### config.mk
export PLATFORM = sky130hd
export DESIGN_NAME = ahbl_stream_writer_flat
export DESIGN_NICKNAME = d
export VERILOG_FILES = /design/src/rtl/ahbl_pkg.sv /design/src/rtl/ahbl_stream_writer_if.sv /design/src/rtl/ahbl_stream_writer.sv /design/src/flat_wrapper.sv
export SDC_FILE = /design/constraint.sdc
export NUM_CORES = 1
export LEC_CHECK = 0
export CORE_AREA = 5 5 157 159
export CTS_CLUSTER_SIZE = 30
export DETAILED_ROUTE_END_ITERATION = 10
export DIE_AREA = 0 0 162 164
export DONT_BUFFER_PORTS = 1
export PLACE_DENSITY = 0.66
export SLEW_MARGIN = 20
export SYNTH_ARGS = -nofsm -noshare
export SYNTH_HDL_FRONTEND = slang
export SYNTH_SLANG_ARGS = --single-unit
### constraint.sdc
create_clock -name HCLK -period 4.5 [get_ports HCLK]
set_input_delay 1.35 -clock HCLK [delete_from_list [all_inputs] [get_ports HCLK]]
set_output_delay 1.35 -clock HCLK [all_outputs]
set_load 0.01 [all_outputs]
### src/rtl/ahbl_pkg.sv
// ============================================================================
// Module      : ahbl_pkg
// Description : Shared AHB-Lite protocol codes and stream-writer FSM encoding.
// Revision    : 1.0 - initial release
// ============================================================================
`default_nettype none

package ahbl_pkg;

    // HTRANS transfer types
    localparam logic [1:0] c_HTRANS_IDLE   = 2'b00;
    localparam logic [1:0] c_HTRANS_BUSY   = 2'b01;
    localparam logic [1:0] c_HTRANS_NONSEQ = 2'b10;
    localparam logic [1:0] c_HTRANS_SEQ    = 2'b11;

    // Burst type and transfer size used by this master
    localparam logic [2:0] c_HBURST_INCR   = 3'b001;
    localparam logic [2:0] c_HSIZE_WORD    = 3'b010;

    // HRESP response codes
    localparam logic [1:0] c_HRESP_OKAY    = 2'b00;
    localparam logic [1:0] c_HRESP_ERROR   = 2'b01;
    localparam logic [1:0] c_HRESP_RETRY   = 2'b10;
    localparam logic [1:0] c_HRESP_SPLIT   = 2'b11;

    // Stream-writer FSM encoding
    localparam logic [1:0] c_ST_IDLE       = 2'b00;
    localparam logic [1:0] c_ST_RUN        = 2'b01;
    localparam logic [1:0] c_ST_FLUSH      = 2'b10;
    localparam logic [1:0] c_ST_ERR        = 2'b11;

    // RETRY and SPLIT are not supported by this master and count as errors
    function automatic logic hresp_is_error(input logic [1:0] hresp);
        logic v_err;
        v_err = 1'b0;
        case (hresp)
            c_HRESP_ERROR,
            c_HRESP_RETRY,
            c_HRESP_SPLIT: v_err = 1'b1;
            default:       v_err = 1'b0;
        endcase
        return v_err;
    endfunction

endpackage

`default_nettype wire

### src/rtl/ahbl_stream_writer_if.sv
// ============================================================================
// Module      : ahbl_stream_writer_if
// Description : AHB-Lite master bus plus the valid/ready word stream feeding it.
// Revision    : 1.0 - initial release
// ============================================================================
`default_nettype none

interface ahbl_stream_writer_if #(
    parameter int AHB_AWIDTH = 32,
    parameter int AHB_DWIDTH = 32
);
    // AHB-Lite bus
    logic [AHB_AWIDTH-1:0] HADDR;
    logic [1:0]            HTRANS;
    logic                  HWRITE;
    logic [2:0]            HSIZE;
    logic [2:0]            HBURST;
    logic [AHB_DWIDTH-1:0] HWDATA;
    logic                  HREADY;
    logic [1:0]            HRESP;

    // Word stream
    logic                  S_VALID;
    logic [AHB_DWIDTH-1:0] S_DATA;
    logic                  S_READY;

    // Writer side: drives the bus, sinks the stream
    modport master (
        output HADDR, HTRANS, HWRITE, HSIZE, HBURST, HWDATA,
        input  HREADY, HRESP,
        input  S_VALID, S_DATA,
        output S_READY
    );

    // Environment side: SRAM slave and stream source
    modport slave (
        input  HADDR, HTRANS, HWRITE, HSIZE, HBURST, HWDATA,
        output HREADY, HRESP,
        output S_VALID, S_DATA,
        input  S_READY
    );

endinterface

`default_nettype wire

### src/rtl/ahbl_stream_writer.sv
// ============================================================================
// Module      : ahbl_stream_writer
// Description : Writes WORD_COUNT stream words to consecutive addresses from
//               BASE_ADDR as AHB-Lite INCR word writes.
// Revision    : 1.0 - initial release
// ============================================================================
`default_nettype none

module ahbl_stream_writer
    import ahbl_pkg::*;
#(
    parameter int AHB_AWIDTH = 32,
    parameter int AHB_DWIDTH = 32,
    parameter int CNT_WIDTH  = 16
) (
    input  wire logic                  HCLK,
    input  wire logic                  HRESETN,
    input  wire logic                  START,
    input  wire logic [AHB_AWIDTH-1:0] BASE_ADDR,
    input  wire logic [CNT_WIDTH-1:0]  WORD_COUNT,
    output logic                       BUSY,
    output logic                       DONE,
    output logic                       ERROR,
    ahbl_stream_writer_if.master       bus
);

    logic [1:0]            r_state;
    logic [CNT_WIDTH-1:0]  r_count;
    logic [CNT_WIDTH-1:0]  r_accepted;
    logic [CNT_WIDTH-1:0]  r_issued;
    logic [AHB_AWIDTH-1:0] r_next_addr;
    logic [AHB_DWIDTH-1:0] r_wdata_q;
    logic                  r_done;
    logic                  r_error;

    logic [AHB_AWIDTH-1:0] r_haddr;
    logic [1:0]            r_htrans;
    logic                  r_hwrite;
    logic [2:0]            r_hsize;
    logic [2:0]            r_hburst;
    logic [AHB_DWIDTH-1:0] r_hwdata;

    logic                  w_xfer;
    logic                  w_addr_done;
    logic                  w_err;
    logic                  w_s_ready;
    logic                  w_accept;
    logic                  w_start_ok;
    logic                  w_nonseq;

    // A real transfer occupies the address phase; it completes with HREADY
    assign w_xfer      = (r_htrans != c_HTRANS_IDLE) && (r_htrans != c_HTRANS_BUSY);
    assign w_addr_done = w_xfer && bus.HREADY;
    assign w_err       = hresp_is_error(bus.HRESP) && (r_state != c_ST_ERR);
    assign w_s_ready   = (r_state == c_ST_RUN) && (r_accepted < r_count) &&
                         ((r_htrans == c_HTRANS_IDLE) || bus.HREADY);
    assign w_accept    = bus.S_VALID && w_s_ready;
    assign w_start_ok  = START && (r_state == c_ST_IDLE);
    // Restart the burst after a gap, at job start, or on a 1 KB boundary
    assign w_nonseq    = (r_htrans == c_HTRANS_IDLE) || (r_accepted == '0) ||
                         (r_next_addr[9:0] == 10'd0);

    assign BUSY        = (r_state != c_ST_IDLE);
    assign DONE        = r_done;
    assign ERROR       = r_error;
    assign bus.S_READY = w_s_ready;
    assign bus.HADDR   = r_haddr;
    assign bus.HTRANS  = r_htrans;
    assign bus.HWRITE  = r_hwrite;
    assign bus.HSIZE   = r_hsize;
    assign bus.HBURST  = r_hburst;
    assign bus.HWDATA  = r_hwdata;

    // Job control FSM: word counters, DONE pulse and sticky ERROR
    always_ff @(posedge HCLK or negedge HRESETN) begin
        if (!HRESETN) begin
            r_state    <= c_ST_IDLE;
            r_count    <= '0;
            r_accepted <= '0;
            r_issued   <= '0;
            r_done     <= 1'b0;
            r_error    <= 1'b0;
        end else begin
            r_done <= 1'b0;
            if (w_err) begin
                r_state <= c_ST_ERR;
                r_error <= 1'b1;
            end else begin
                case (r_state)
                    c_ST_IDLE: begin
                        if (START) begin
                            r_error    <= 1'b0;
                            r_count    <= WORD_COUNT;
                            r_accepted <= '0;
                            r_issued   <= '0;
                            if (WORD_COUNT == '0) begin
                                r_done <= 1'b1;
                            end else begin
                                r_state <= c_ST_RUN;
                            end
                        end
                    end
                    c_ST_RUN: begin
                        if (w_accept) begin
                            r_accepted <= r_accepted + 1'b1;
                        end
                        if (w_addr_done) begin
                            r_issued <= r_issued + 1'b1;
                            if ((r_issued + 1'b1) == r_count) begin
                                r_state <= c_ST_FLUSH;
                            end
                        end
                    end
                    c_ST_FLUSH: begin
                        if (bus.HREADY) begin
                            r_state <= c_ST_IDLE;
                            r_done  <= 1'b1;
                        end
                    end
                    default: begin
                        // Second error cycle: the slave releases HREADY
                        if (bus.HREADY) begin
                            r_state <= c_ST_IDLE;
                            r_done  <= 1'b1;
                        end
                    end
                endcase
            end
        end
    end

    // AHB address/data pipeline; everything holds while HREADY is low
    always_ff @(posedge HCLK or negedge HRESETN) begin
        if (!HRESETN) begin
            r_haddr     <= '0;
            r_htrans    <= c_HTRANS_IDLE;
            r_hwrite    <= 1'b0;
            r_hsize     <= c_HSIZE_WORD;
            r_hburst    <= 3'b000;
            r_hwdata    <= '0;
            r_wdata_q   <= '0;
            r_next_addr <= '0;
        end else begin
            if (w_start_ok) begin
                r_next_addr <= BASE_ADDR;
            end
            if (w_err) begin
                // Cancel any pending address phase on the first error cycle
                r_htrans <= c_HTRANS_IDLE;
            end else if (w_accept) begin
                r_haddr     <= r_next_addr;
                r_htrans    <= w_nonseq ? c_HTRANS_NONSEQ : c_HTRANS_SEQ;
                r_hwrite    <= 1'b1;
                r_hsize     <= c_HSIZE_WORD;
                r_hburst    <= c_HBURST_INCR;
                r_wdata_q   <= bus.S_DATA;
                r_next_addr <= r_next_addr + AHB_AWIDTH'(4);
            end else if (bus.HREADY) begin
                r_htrans <= c_HTRANS_IDLE;
            end
            // Data follows its address phase by one cycle
            if (w_addr_done && !w_err) begin
                r_hwdata <= r_wdata_q;
            end
        end
    end

endmodule

`default_nettype wire

### src/flat_wrapper.sv
// flat-port wrapper written by rule: the top's interface ports become plain ports
module ahbl_stream_writer_flat import ahbl_pkg::*;
#(
    parameter int AHB_AWIDTH = 32,
    parameter int AHB_DWIDTH = 32,
    parameter int CNT_WIDTH  = 16
)
  (HCLK, HRESETN, START, BASE_ADDR, WORD_COUNT, BUSY, DONE, ERROR, bus_HADDR, bus_HTRANS, bus_HWRITE, bus_HSIZE, bus_HBURST, bus_HWDATA, bus_HREADY, bus_HRESP, bus_S_VALID, bus_S_DATA, bus_S_READY);
  ahbl_stream_writer_if #(.AHB_AWIDTH(AHB_AWIDTH), .AHB_DWIDTH(AHB_DWIDTH)) bus_i ();
  input  wire logic HCLK;
  input  wire logic HRESETN;
  input  wire logic START;
  input  wire logic [AHB_AWIDTH-1:0] BASE_ADDR;
  input  wire logic [CNT_WIDTH-1:0] WORD_COUNT;
  output logic BUSY;
  output logic DONE;
  output logic ERROR;
  output wire logic [$bits(bus_i.HADDR)-1:0] bus_HADDR;
  output wire logic [$bits(bus_i.HTRANS)-1:0] bus_HTRANS;
  output wire logic [$bits(bus_i.HWRITE)-1:0] bus_HWRITE;
  output wire logic [$bits(bus_i.HSIZE)-1:0] bus_HSIZE;
  output wire logic [$bits(bus_i.HBURST)-1:0] bus_HBURST;
  output wire logic [$bits(bus_i.HWDATA)-1:0] bus_HWDATA;
  input wire logic [$bits(bus_i.HREADY)-1:0] bus_HREADY;
  input wire logic [$bits(bus_i.HRESP)-1:0] bus_HRESP;
  input wire logic [$bits(bus_i.S_VALID)-1:0] bus_S_VALID;
  input wire logic [$bits(bus_i.S_DATA)-1:0] bus_S_DATA;
  output wire logic [$bits(bus_i.S_READY)-1:0] bus_S_READY;
  assign bus_HADDR = bus_i.HADDR;
  assign bus_HTRANS = bus_i.HTRANS;
  assign bus_HWRITE = bus_i.HWRITE;
  assign bus_HSIZE = bus_i.HSIZE;
  assign bus_HBURST = bus_i.HBURST;
  assign bus_HWDATA = bus_i.HWDATA;
  assign bus_i.HREADY = bus_HREADY;
  assign bus_i.HRESP = bus_HRESP;
  assign bus_i.S_VALID = bus_S_VALID;
  assign bus_i.S_DATA = bus_S_DATA;
  assign bus_S_READY = bus_i.S_READY;
  ahbl_stream_writer #(.AHB_AWIDTH(AHB_AWIDTH), .AHB_DWIDTH(AHB_DWIDTH), .CNT_WIDTH(CNT_WIDTH)) u_core (.HCLK(HCLK), .HRESETN(HRESETN), .START(START), .BASE_ADDR(BASE_ADDR), .WORD_COUNT(WORD_COUNT), .BUSY(BUSY), .DONE(DONE), .ERROR(ERROR), .bus(bus_i));
endmodule
; Word level (Yosys, flattened, before mapping)
; Cells that the tools add are included.
[classes]
addsub = 3
n_lt_le_gt_ge = 1
eq_ne = 14
muxes = 27
n_bitwise = 1
n_reduce_logical = 31
[op_table]
columns = cell, count
row1 = $mux 32, 3
row2 = $pmux 16 s2, 2
row3 = $mux 16, 3
row4 = $add 16x1->16 const B, 2
row5 = $add 32x3->32 const B, 1
row6 = $logic_not 16->1, 2
row7 = $eq 16x16->1, 1
row8 = $lt 16x16->1, 1
row9 = $mux 2, 8
row10 = $logic_not 10->1, 1
row11 = $reduce_bool 2->1, 5
row12 = $mux 1, 9
row13 = $ne 3x2->1 const B, 3
row14 = $logic_and 1x1->1, 8
row15 = $reduce_and 4->1, 2
row16 = $ne 2x1->1 const B, 3
row17 = $reduce_and 5->1, 1
row18 = $eq 2x1->1 const B, 2
row19 = $eq 2x2->1 const B, 2
row20 = $logic_not 2->1, 2
row21 = $ne 2x2->1 const B, 2
row22 = $pmux 2 s2, 1
row23 = $reduce_and 2->1, 2
row24 = $reduce_bool 4->1, 1
row25 = 8 further kinds, 10
[word_totals]
reg_bits = 183
input_bits = 87

; Depth between registers and ports, before layout
[logic_depth]
depth_word = 6
mapped_depth = 12
mapped_depth_nobuf = 9

; Worst setup path before layout
; OpenSTA, ideal clock, no wires.
[synth_path]
path_type = input port to output port
start = input bus_HREADY
end = output bus_S_READY
t_arrival_ps = 2100
t_required_ps = 3150
setup_slack_ps = 1050
path_stages = 5
path_buffers = 0
path_cell_list = o21bai_1 o2111ai_1 o21bai_1 a21o_1 a21oi_1
[synth_between]
elab_chain_cells = 2
[synth_lines]
columns = element, line
row1 = from (decl), flat_wrapper.sv:24  ; input wire logic [$bits(bus_i.HREADY)-1:0] bus_HREADY;
row2 = $logic_or 1x1->1, ahbl_stream_writer.sv:56  ; ((r_htrans == c_HTRANS_IDLE) || bus.HREADY);
row3 = $logic_and 1x1->1, ahbl_stream_writer.sv:55  ; assign w_s_ready = (r_state == c_ST_RUN) && (r_accepted < r_count) &&
row4 = to (decl), flat_wrapper.sv:28  ; output wire logic [$bits(bus_i.S_READY)-1:0] bus_S_READY;
; No other way between the ends.

; Final worst setup path
; Ends and elaborated chain as after synthesis.

==> flow_summary.yaml <==
critical_path:
  reg2reg_from: "u_core.r_count[5]"
  worstPathArrival_ns: 2.21
  start_kind: "input port"
  startpoint: "bus_HREADY"
  r2r_end: "u_core.r_next_addr[11]"
  r2r_cells: 11
  worstSetupPathType: "in2out"
  cp_max_fo: 6
  crit_path_end_kind: "output pin"
  critPathRequiredTime_ns: 3.15
  rrSetupSlack_ns: 1.51
finish:
  syn2layout_area_growth_pct: 9.977
  diodes: 0
  drive_gt1_share_pct: 10.03
  fin_nets: 1091
  fin_util_pct: 43.25
  fin_area_sq_um: 10000
placed_design:
  dpl_cell_area_sq_um: 9361
  place.gp.congestion: 0.8617
  dp_hpwl_mm: 16.61
  placement.io_buffers: 0
clock_tree:
  worst_skew_pair.late_latency_ns: 0.45
  clk_path_buf_depth: 2
  cts_made_buffers: 17
  post_cts_buffers: 0
  htree_levels: 4
  clock_tree.root_cell: "clkbuf_16"
  ctsResizeCount: 0
  cts_num_sinks: 183
  clk_pin_slew_worst_paths_ns: 0.08
  hold_buffers: 0
  tritoncts: "done"
global_route:
  track_usage_pct: 17.74
  gr-total-overflow: 0
  grt_max_degree: 184
  grt_pass1_wl_mm: 37.72
  antenna_found_initial: 1
  grt_pass1_vias: 6913
detailed_routing:
  via_per_inst: 5.514
  drc: 0
  drtIter0Drc: 502
  ant_nets: 0
  firstDrtPassIters: 7
  wl_per_cell_microns: 18.23
  drt_wl_total_mm: 23.46
  num_vias: 7097
pwr:
  power.total_mw: 6.026
  irDropWorstVdd_v: 0.0002396
  p_per_area_nw_per_um2: 602.6
  p_leak_nw: 4.596
logic_synthesis:
  synth_top_family_by_area: "simple AND/OR/NAND/NOR gates"
  syn_inst: 1000
  yosys-top-cells-count: "nand2_1, dfrtp_1, o21ai_0"
  syn_area_sq_um: 9092
  syn_area_per_cell_sq_um: 9.092
  synth_area_leader_cell: "dfrtp_1"
  synthMuxAreaShare_pct: 4.307
  netlist_top_cells_area: "dfrtp_1, nand2_1, o21ai_0, mux2_2, ha_1"
  synth_most_common_cell: "nand2_1"
  synth_edf_count: 0
  dominantRegCellSynth: "dfrtp_1"
  synth_simple_gate_area_share_pct: 21.10
  synth_xor_area_share_pct: 1.927
  synth_fa_ha_area_share_pct: 2.752
  ys_warn_count: 0
  async_flop_share_pct: 100.0
  synth_compound_area_share_pct: 14.90
  seq_area_frac_synth_pct: 50.36
  synth-seq-cells: 183
  yosys.area.top_type_share_pct: 50.36
  yosysUniqueCellTypes: 64
sta:
  period_minus_slack_ns: 3.563
  setup_tns_ns: 0
  clock-skew-final_ns: 0.02591
  max-slew-margin-rel_pct: 57.75
  rsz0062_at_grt: "false"
  hold_viol: 0
  slew_violations: 0
  tightestPinTransition_ns: 0.6338
  holdWs_ns: 0.4726
  fmax_mhz: 280.7
  finalSetupViolations: 0
  min_period_over_period_pct: 79.18
worst_hold_path:
  hp-class: "reg2reg"
  hp-start: "u_core.r_wdata_q[25]"
  hold_depth: 2
  holdPathEnd: "u_core.r_wdata_q[25]"
floorplanning:
  fp-row-count: 56
  io-pin-count: 164
  coreArea_sq_um: 23120
  start_util_pct: 39.32
  design.die.area_sq_um: 26570
  die_w_microns: 162
  dieHeight_microns: 164
flow_run:
  cap_violations: 0
outcome:
  status: "complete, no violations"
flip-flops by register name (all words and copies together) (netlist names):
| signal | count |
|---|---|
| u_core.DONE | 1 |
| u_core.ERROR | 1 |
| u_core.bus.HADDR | 32 |
| u_core.bus.HBURST | 1 |
| u_core.bus.HTRANS | 2 |
| u_core.bus.HWDATA | 32 |
| u_core.r_accepted | 16 |
| u_core.r_count | 16 |
| u_core.r_issued | 16 |
| u_core.r_next_addr | 32 |
| u_core.r_state | 2 |
| u_core.r_wdata_q | 32 |
cells by family after synthesis:
logic type	count (synthesis)
buffers and inverters	96
muxes	35
and+or+nand+nor	429
AOI/OAI and AO/OA	215
DFF	183
adders and majority gates	20
other	2
xor gates and xnor gates	20
through the flow:
stage          worst slack, ns  cells
2_1_floorplan            1.050   1003
3_3_place_gp            0.9456   1255
3_5_place_dp            0.8552   1255
4_1_cts                 0.9234   1287
5_1_grt                 0.8659   1287
6_report                0.9370   1287
worst max path at each step:
stage / to / depth (start not counted)
finish: bus_S_READY / 5
global route: bus_S_READY / 5
CTS: bus_S_READY / 5
detailed placement: u_core.r_next_addr[19] / 8
global placement: bus_S_READY / 5
floorplan: bus_S_READY / 5
critical path, stage by stage:
cell	delay, ns
o21bai_1	0.08
o2111ai_1	0.11
o21bai_1	0.21
a21o_1	0.20
a21oi_1	0.26
area by class of cell:
type	instances	area, sq um
clock buffers	17	425.4
clock inverters	15	212.7
fillers	2257	13120
inverters	42	157.7
multi-input cells	724	4129
flip-flops and latches	183	4579
well taps	290	362.8
repair buffers	16	132.6
report_power, final:
group          switching [mW]  total [mW]  internal (mW)  leakage (nW)
combinational           0.931        1.60          0.666          1.97
clock                   0.814        1.59          0.781         0.307
sequential              0.619        2.83           2.22          2.32
total                    2.36        6.03           3.66          4.60
cell usage in the layout, fill, tap and decap left out, drive strengths merged, types with 5 or more instances in the layout:
cell type / count
and2: 10
nand2: 254
conb: 5
a211oi: 7
xor2: 6
dfrtp: 183
nor4: 10
a221oi: 5
nor3: 12
mux2: 33
a21oi: 48
o31ai: 10
clkinv: 6
clkbuf: 17
nand4: 8
nand3: 37
nor2: 55
a31oi: 10
o211ai: 7
buf: 16
and4: 7
a311oi: 8
o21ai: 80
inv: 51
or3: 5
o22ai: 7
ha: 20
xnor2: 14
and3: 17
routing by layer:
metal | GRT usage, % | vias to the layer above | routed length (microns)
met5 | 0 | - | 7
met4 | 5.575 | 2 | 469
met3 | 5.019 | 31 | 1575
met2 | 27.26 | 196 | 10890
met1 | 24.44 | 3436 | 10530
li1 | - | 3432 | -
(Power assumes the default switching activity.)
